<file path="config.mk">
export PLATFORM = sky130hd
export DESIGN_NAME = uart_tx_streamer_flat
export DESIGN_NICKNAME = d
export VERILOG_FILES = /design/src/rtl/uart_tx_streamer_pkg.sv /design/src/rtl/uart_tx_streamer_if.sv /design/src/rtl/uart_tx_streamer.sv /design/src/flat_wrapper.sv
export SDC_FILE = /design/constraint.sdc
export NUM_CORES = 1
export LEC_CHECK = 0
export CORE_MARGIN = 1
export CORE_UTILIZATION = 51
export CTS_BUF_LIST = sky130_fd_sc_hd__clkbuf_4
export CTS_CLUSTER_DIAMETER = 150
export DETAILED_ROUTE_END_ITERATION = 6
export PLACE_DENSITY = 0.91
export SYNTH_ARGS = -nofsm -noshare
export SYNTH_HDL_FRONTEND = slang
export SYNTH_SLANG_ARGS = --single-unit
</file>
<file path="constraint.sdc">
create_clock -name clock_100 -period 2.1 [get_ports clock_100]
set_input_delay 0.42 -clock clock_100 [delete_from_list [all_inputs] [get_ports clock_100]]
set_output_delay 0.42 -clock clock_100 [all_outputs]
set_load 0.05 [all_outputs]
</file>
<file path="src/rtl/uart_tx_streamer_pkg.sv">
// Shared image/transfer parameters and FSM state encoding for the UART image streamer.
package uart_tx_streamer_pkg;
  localparam int ADDR_W_DEF     = 18;
  localparam int DATA_W_DEF     = 8;
  localparam int START_ADDR_DEF = 0;
  localparam int IMG_BYTES_DEF  = 16384;
  localparam int MEM_LAT_DEF    = 1;

  typedef enum logic [2:0] {
    IDLE, FETCH, LOAD, WAIT_HI, WAIT_LO, DONE
  } state_e;

  // Byte counter must hold 0..IMG_BYTES.
  function automatic int cnt_width(input int n);
    return $clog2(n + 1);
  endfunction
endpackage

</file>
<file path="src/rtl/uart_tx_streamer_if.sv">
// Memory-read / UART-TX handshake bundle between the streamer and its surroundings.
interface uart_tx_streamer_if
  import uart_tx_streamer_pkg::*;
#(
  parameter int ADDR_W = ADDR_W_DEF,
  parameter int DATA_W = DATA_W_DEF
);
  logic              tx_start;
  logic [DATA_W-1:0] mem_Dout;
  logic              tx_busy;
  logic [ADDR_W-1:0] uart_addrs;
  logic [DATA_W-1:0] tx_data;
  logic              tx_send;
  logic              tx_end;

  modport master (
    input  tx_start, mem_Dout, tx_busy,
    output uart_addrs, tx_data, tx_send, tx_end
  );
  modport slave (
    output tx_start, mem_Dout, tx_busy,
    input  uart_addrs, tx_data, tx_send, tx_end
  );
endinterface

</file>
<file path="src/rtl/uart_tx_streamer.sv">
// Streams IMG_BYTES bytes from shared memory to the UART transmitter after a tx_start rising edge.
module uart_tx_streamer
  import uart_tx_streamer_pkg::*;
#(
  parameter int ADDR_W     = ADDR_W_DEF,
  parameter int DATA_W     = DATA_W_DEF,
  parameter int START_ADDR = START_ADDR_DEF,
  parameter int IMG_BYTES  = IMG_BYTES_DEF,
  parameter int MEM_LAT    = MEM_LAT_DEF
) (
  input logic                clock_100,
  input logic                rst_n,
  uart_tx_streamer_if.master bus
);
  localparam int                CNT_W    = cnt_width(IMG_BYTES);
  localparam logic [ADDR_W-1:0] BASE     = ADDR_W'(START_ADDR);
  localparam logic [CNT_W-1:0]  LAST     = CNT_W'(IMG_BYTES - 1);
  localparam logic [1:0]        LAT_LAST = 2'(MEM_LAT - 1);

  state_e            state;
  logic [CNT_W-1:0]  cnt;
  logic [1:0]        lat;
  logic              tx_start_q;
  logic              start_p;
  logic [ADDR_W-1:0] next_addr;
  logic [ADDR_W-1:0] uart_addrs;
  logic [DATA_W-1:0] tx_data;
  logic              tx_send;
  logic              tx_end;

  assign start_p   = bus.tx_start & ~tx_start_q;
  assign next_addr = BASE + ADDR_W'(cnt) + ADDR_W'(1);

  assign bus.uart_addrs = uart_addrs;
  assign bus.tx_data    = tx_data;
  assign bus.tx_send    = tx_send;
  assign bus.tx_end     = tx_end;

  always_ff @(posedge clock_100 or negedge rst_n) begin
    if (!rst_n) begin
      state      <= IDLE;
      cnt        <= '0;
      lat        <= '0;
      tx_start_q <= 1'b0;
      uart_addrs <= BASE;
      tx_data    <= '0;
      tx_send    <= 1'b0;
      tx_end     <= 1'b0;
    end else begin
      tx_start_q <= bus.tx_start;
      tx_send    <= 1'b0;
      unique case (state)
        IDLE: begin
          cnt        <= '0;
          lat        <= '0;
          uart_addrs <= BASE;
          if (start_p) state <= FETCH;
        end
        // Address has been stable since entry; count out the memory latency,
        // then hold the fetched byte until the UART is free.
        FETCH: begin
          if (lat != LAT_LAST) begin
            lat <= lat + 2'd1;
          end else if (!bus.tx_busy) begin
            tx_data <= bus.mem_Dout;
            tx_send <= 1'b1;
            state   <= LOAD;
          end
        end
        LOAD:    state <= WAIT_HI;
        WAIT_HI: if (bus.tx_busy) state <= WAIT_LO;
        WAIT_LO: begin
          if (!bus.tx_busy) begin
            lat <= '0;
            if (cnt == LAST) begin
              tx_end <= 1'b1;
              state  <= DONE;
            end else begin
              cnt        <= cnt + CNT_W'(1);
              uart_addrs <= next_addr;
              state      <= FETCH;
            end
          end
        end
        // Sticky until reset; later start edges are ignored.
        DONE:    tx_end <= 1'b1;
        default: state <= IDLE;
      endcase
    end
  end
endmodule

</file>
<file path="src/flat_wrapper.sv">
// flat-port wrapper written by rule: the top's interface ports become plain ports
module uart_tx_streamer_flat import uart_tx_streamer_pkg::*;
#(
  parameter int ADDR_W     = ADDR_W_DEF,
  parameter int DATA_W     = DATA_W_DEF,
  parameter int START_ADDR = START_ADDR_DEF,
  parameter int IMG_BYTES  = IMG_BYTES_DEF,
  parameter int MEM_LAT    = MEM_LAT_DEF
)
  (clock_100, rst_n, bus_tx_start, bus_mem_Dout, bus_tx_busy, bus_uart_addrs, bus_tx_data, bus_tx_send, bus_tx_end);
  uart_tx_streamer_if #(.ADDR_W(ADDR_W), .DATA_W(DATA_W)) bus_i ();
  input logic clock_100;
  input logic rst_n;
  input wire logic [$bits(bus_i.tx_start)-1:0] bus_tx_start;
  input wire logic [$bits(bus_i.mem_Dout)-1:0] bus_mem_Dout;
  input wire logic [$bits(bus_i.tx_busy)-1:0] bus_tx_busy;
  output wire logic [$bits(bus_i.uart_addrs)-1:0] bus_uart_addrs;
  output wire logic [$bits(bus_i.tx_data)-1:0] bus_tx_data;
  output wire logic [$bits(bus_i.tx_send)-1:0] bus_tx_send;
  output wire logic [$bits(bus_i.tx_end)-1:0] bus_tx_end;
  assign bus_i.tx_start = bus_tx_start;
  assign bus_i.mem_Dout = bus_mem_Dout;
  assign bus_i.tx_busy = bus_tx_busy;
  assign bus_uart_addrs = bus_i.uart_addrs;
  assign bus_tx_data = bus_i.tx_data;
  assign bus_tx_send = bus_i.tx_send;
  assign bus_tx_end = bus_i.tx_end;
  uart_tx_streamer #(.ADDR_W(ADDR_W), .DATA_W(DATA_W), .START_ADDR(START_ADDR), .IMG_BYTES(IMG_BYTES), .MEM_LAT(MEM_LAT)) u_core (.clock_100(clock_100), .rst_n(rst_n), .bus(bus_i));
endmodule
</file>
# Word-level counts from Yosys, hierarchy flattened

Cells that the tools add are included.

Equal/unequal tests: 14
Bitwise gates (word level): 5
Reduce and logical (&&, ||, !) cells: 10
Multiplexer cells: 22
$add $sub $neg: 3

Operators with widths:

| cell                                                  | number |
|---|---|
| 2-to-1 mux 18 bit                                     | 2 |
| case mux 18 bit (2 select lines)                      | 1 |
| 2-to-1 mux 15 bit                                     | 2 |
| case mux 15 bit (2 select lines)                      | 1 |
| 2-to-1 mux 3 bit                                      | 6 |
| case mux 3 bit (6 select lines)                       | 1 |
| adder 15 x 1 -> 16 bit, second input constant         | 1 |
| adder 15 x 1 -> 15 bit, second input constant         | 1 |
| equality test 15 x 14 -> 1 bit, second input constant | 1 |
| AND reduction 3 bit                                   | 4 |
| != test 2 bit, second input constant                  | 5 |
| equality test 3 x 2 -> 1 bit, second input constant   | 2 |
| equality test 3 bit, second input constant            | 2 |
| != test 2 x 1 -> 1 bit, second input constant         | 3 |
| case mux 2 bit (3 select lines)                       | 1 |
| AND reduction 6 bit                                   | 1 |
| nonzero test 2 bit                                    | 3 |
| 2-to-1 mux 1 bit                                      | 5 |
| 2-to-1 mux 2 bit                                      | 2 |
| NOT 1 bit                                             | 4 |
| equality test 3 x 1 -> 1 bit, second input constant   | 1 |
| logical NOT 3 bit                                     | 1 |
| nonzero test 3 bit                                    | 1 |
| adder 2 x 1 -> 2 bit, second input constant           | 1 |
| other kinds (2)                                       | 2 |

Register bits: 49
Output and inout port bits: 28

# Logic depth before layout (Yosys ltp)

Word-level depth: 4
Gate-level depth with buffers: 6

# Worst setup path after synthesis

No wires, ideal clock.

Kind: reg2reg
From: reg u_core.cnt[1]
To: reg u_core.cnt[0]
Cell stages (with the launch flop): 7
Path buffers: 1
Clock period less this slack: 2199 ps
Required time: 2035 ps
Arrival: 2134 ps
Path slack: -99 ps
Path through: dfrtp_1 -> ha_1 -> nand4_4 -> or4_4 -> buf_6 -> o21ai_4 -> mux2_2

Word-level cells in the longest chain between the ends: 3

RTL lines:

| what                           | line                   | RTL |
|---|---|---|
| from (decl)                    | uart_tx_streamer.sv:21 | `logic [CNT_W-1:0] cnt;` |
| from (signal assigned)         | uart_tx_streamer.sv:79 | `cnt <= cnt + CNT_W'(1);` |
| equality test 15 x 14 -> 1 bit | uart_tx_streamer.sv:75 | `if (cnt == LAST) begin` |
| != test 2 bit (no line)        | -                      |  |
| AND reduction 3 bit (no line)  | -                      |  |

No other way between the ends.
A chain may end at the register's enable or synchronous reset.

==> flow_summary.json <==
{
  "status": "completed",
  "async_flop_share_pct": 100.0,
  "clock_sinks": 32,
  "dp_hpwl_um": 3029,
  "port_buffers": 37,
  "cp_slowest_stage_delay_ns": 0.83,
  "die_area_um2": 3595,
  "htreeDepth": 2,
  "first_pass_iters": 4,
  "min_period_over_period_pct": 96.57,
  "drc": 0,
  "rsz0062_at_grt": "false",
  "drv_cap": 0,
  "grt_max_degree": 33,
  "start_util_pct": 54.76,
  "mostFrequentLayoutCells": "30 x dfrtp_1, 27 x clkdlybuf4s50_1, 12 x nand2_1",
  "cts-root-buf": "clkbuf_4",
  "skew_ns": 0.008431,
  "clk_pin_slew_ns": 0.10,
  "rr_worst_depth": 5,
  "cts_buffers": 5,
  "tritoncts": "built",
  "ff2ff_setup_slack_ns": 0.10,
  "crit_chain": "clkdlybuf4s50_1",
  "fin_ws_ns": 0.07194,
  "critPathTopFamily": "buffers and inverters",
  "wl_per_cell_um": 16.84,
  "die_x_um": 59.96,
  "via_count": 1522,
  "ys_seq_area_share_pct": 46.75,
  "drv_slew": 0,
  "fill_cells": 238,
  "die_y_um": 59.96,
  "core_um2": 3128,
  "r2r_start": "u_core.cnt[0]$_DFFE_PN0P_",
  "drt-total-wl_um": 4226,
  "yosys.cell_types.count": 46,
  "tns_ns": 0,
  "placementRows": 20,
  "hp-class": "primary input to asynchronous set/reset pin",
  "syn_avg_cell_area_um2": 10.71,
  "grt_pass1_vias": 1485,
  "p_leak_nw": 1.107,
  "period_minus_slack_ns": 2.028,
  "relSlewSlack_pct": 64.54,
  "dp_cells": 243,
  "grt_pass1_wl_um": 6969,
  "path_class": "flip-flop to primary output",
  "final_cell_count_no_fill": 251,
  "via_per_inst": 6.064,
  "hold_viol_final": 0,
  "layout_commonest_cell": "dfrtp_1",
  "crit_path_top_delay_cell": "clkdlybuf4s50_1",
  "antenna_found_initial": 0,
  "syn_inst": 160,
  "synth_edf_count": 0,
  "max_freq_mhz": 493.1,
  "grt_usage_pct": 26.95,
  "cp.depth": 1,
  "post_cts_buffers": 0,
  "worstPathRequired_ns": 1.68,
  "pre_cts_ws_ns": 0.07448,
  "grt-ovfl-total": 0,
  "synth_ff_type": "dfrtp_1",
  "ctsLongestPathBuffers": 2,
  "place.gp.congestion": 0.8919,
  "tightest_slew_ns": 0.5280,
  "diodes": 0,
  "totalPowerFinal_mw": 2.502,
  "layout-drive-gt1-share_pct": 19.32,
  "drtAntennaViolNets": 0,
  "finalSetupViolCount": 0,
  "end_kind": "primary output",
  "layout.nets": 220,
  "synth-seq-cells": 32,
  "syn_area_um2": 1713,
  "area_growth_pct": 29.95,
  "worst_skew_pair.late_latency_ns": 0.34,
  "crit_start": "u_core.cnt[12]$_DFFE_PN0P_",
  "critPathMaxFanout": 6,
  "r2r_end": "u_core.cnt[0]$_DFFE_PN0P_",
  "p_per_area_nw_per_um2": 1124,
  "cp.arrival_ns": 1.61,
  "yosysWarnings": 0,
  "ir_worst_vdd_v": 0.0009639,
  "io_pins": 40,
  "start_kind": "flip-flop",
  "cp_num_buf_inv": 1,
  "drtIter0Drc": 63
}
-- flip-flops by register name (all words and copies together), names as in the netlist --
signal,cells
u_core.bus.tx_data,8
u_core.bus.tx_end,1
u_core.state,3
u_core.bus.tx_send,1
u_core.tx_start_q,1
u_core.bus.uart_addrs,2
u_core.lat,2
u_core.cnt,14
-- cell families (layout without fill, tap and decap cells) --
family,count (synthesis),count (layout),synth area share (%)
AO/OA/AOI/OAI,44,44,18.48
multiplexers,11,11,7.232
adder cells (fa/ha/maj),2,2,1.461
flip-flops,32,32,46.75
AND/OR/NAND/NOR,54,54,19.43
other,1,2,0.2189
buffers and inverters,16,62,6.428
-- cells in the mapped netlist, types with 2 or more instances --
cell	count	area [um^2]
a211o_1	2	17.52
a21o_1	2	15.01
a21oi_1	7	35.03
a22o_1	2	17.52
a31oi_1	8	50.05
a41oi_1	2	17.52
and3_1	4	25.02
and4_1	2	17.52
buf_4	3	22.52
clkbuf_8	3	41.29
dfrtp_1	32	800.8
ha_1	2	25.02
inv_1	8	30.03
mux2_2	11	123.9
nand2_1	12	45.04
nand3_1	8	40.04
nand4b_1	2	17.52
nor2_1	8	30.03
nor3_1	6	30.03
o21a_1	4	30.03
o21ai_0	6	30.03
o22a_1	2	17.52
-- area by class of cell --
cell class              instances  area [um^2]  share of cell area, %
clock inverters                 2        35.03                  1.574
well taps                      44        55.05                  2.473
inverters                       8        30.03                  1.349
repair buffers                 46        451.7                  20.29
multi-input cells             113        805.8                  36.20
flip-flops and latches         32        803.3                  36.09
clock buffers                   6        45.04                  2.024
-- report_power, final --
| part | leakage (nW) | internal, mW | switching [mW] |
|---|---|---|---|
| registers | 0.412 | 0.753 | 0.113 |
| clock network | 0.0456 | 0.262 | 0.218 |
| logic | 0.649 | 0.440 | 0.714 |
| total | 1.11 | 1.46 | 1.05 |
-- per-layer routing --
layer,part of all wire (%),up-vias,GRT usage (%)
met3,6.4,16,8.874
met2,52,75,42.70
met4,3.1,0,11.30
met1,39,746,33.76
met5,0,-,0
li1,-,685,-
-- worst max-delay path by stage --
| stage | to | slack [ns] |
|---|---|---|
| 5_1_grt | bus_uart_addrs[12] | 0.004 |
| 6_report | bus_uart_addrs[12] | 0.07 |
| 4_1_cts | bus_uart_addrs[8] | 0.00001 |
| 2_1_floorplan | u_core.cnt[0]$_DFFE_PN0P_ | 0.06 |
| 3_3_place_gp | u_core.bus.uart_addrs[15]$_DFFE_PN0P_ | 0.20 |
| 3_5_place_dp | u_core.cnt[2]$_DFFE_PN0P_ | 0.07 |
-- timing repair --
action / 4_1_cts / 5_1_grt
hold buffers: 0 / 0
setup endpoints to repair: 3 / 14
pin swaps: 0 / 1
resized for setup: 3 / 7
-- through the flow --
step	instance area, um^2	util (%)	hold slack, ns
after floorplan	1719	-	0.1244
after global placement	2132	68.16	0.4590
after detailed placement	2132	68.16	0.4596
after CTS	2208	70.60	0.4670
after global routing	2226	71.16	0.4895
final	2226	71.16	0.4604
No activity file was read; power rests on OpenSTA's default activity.
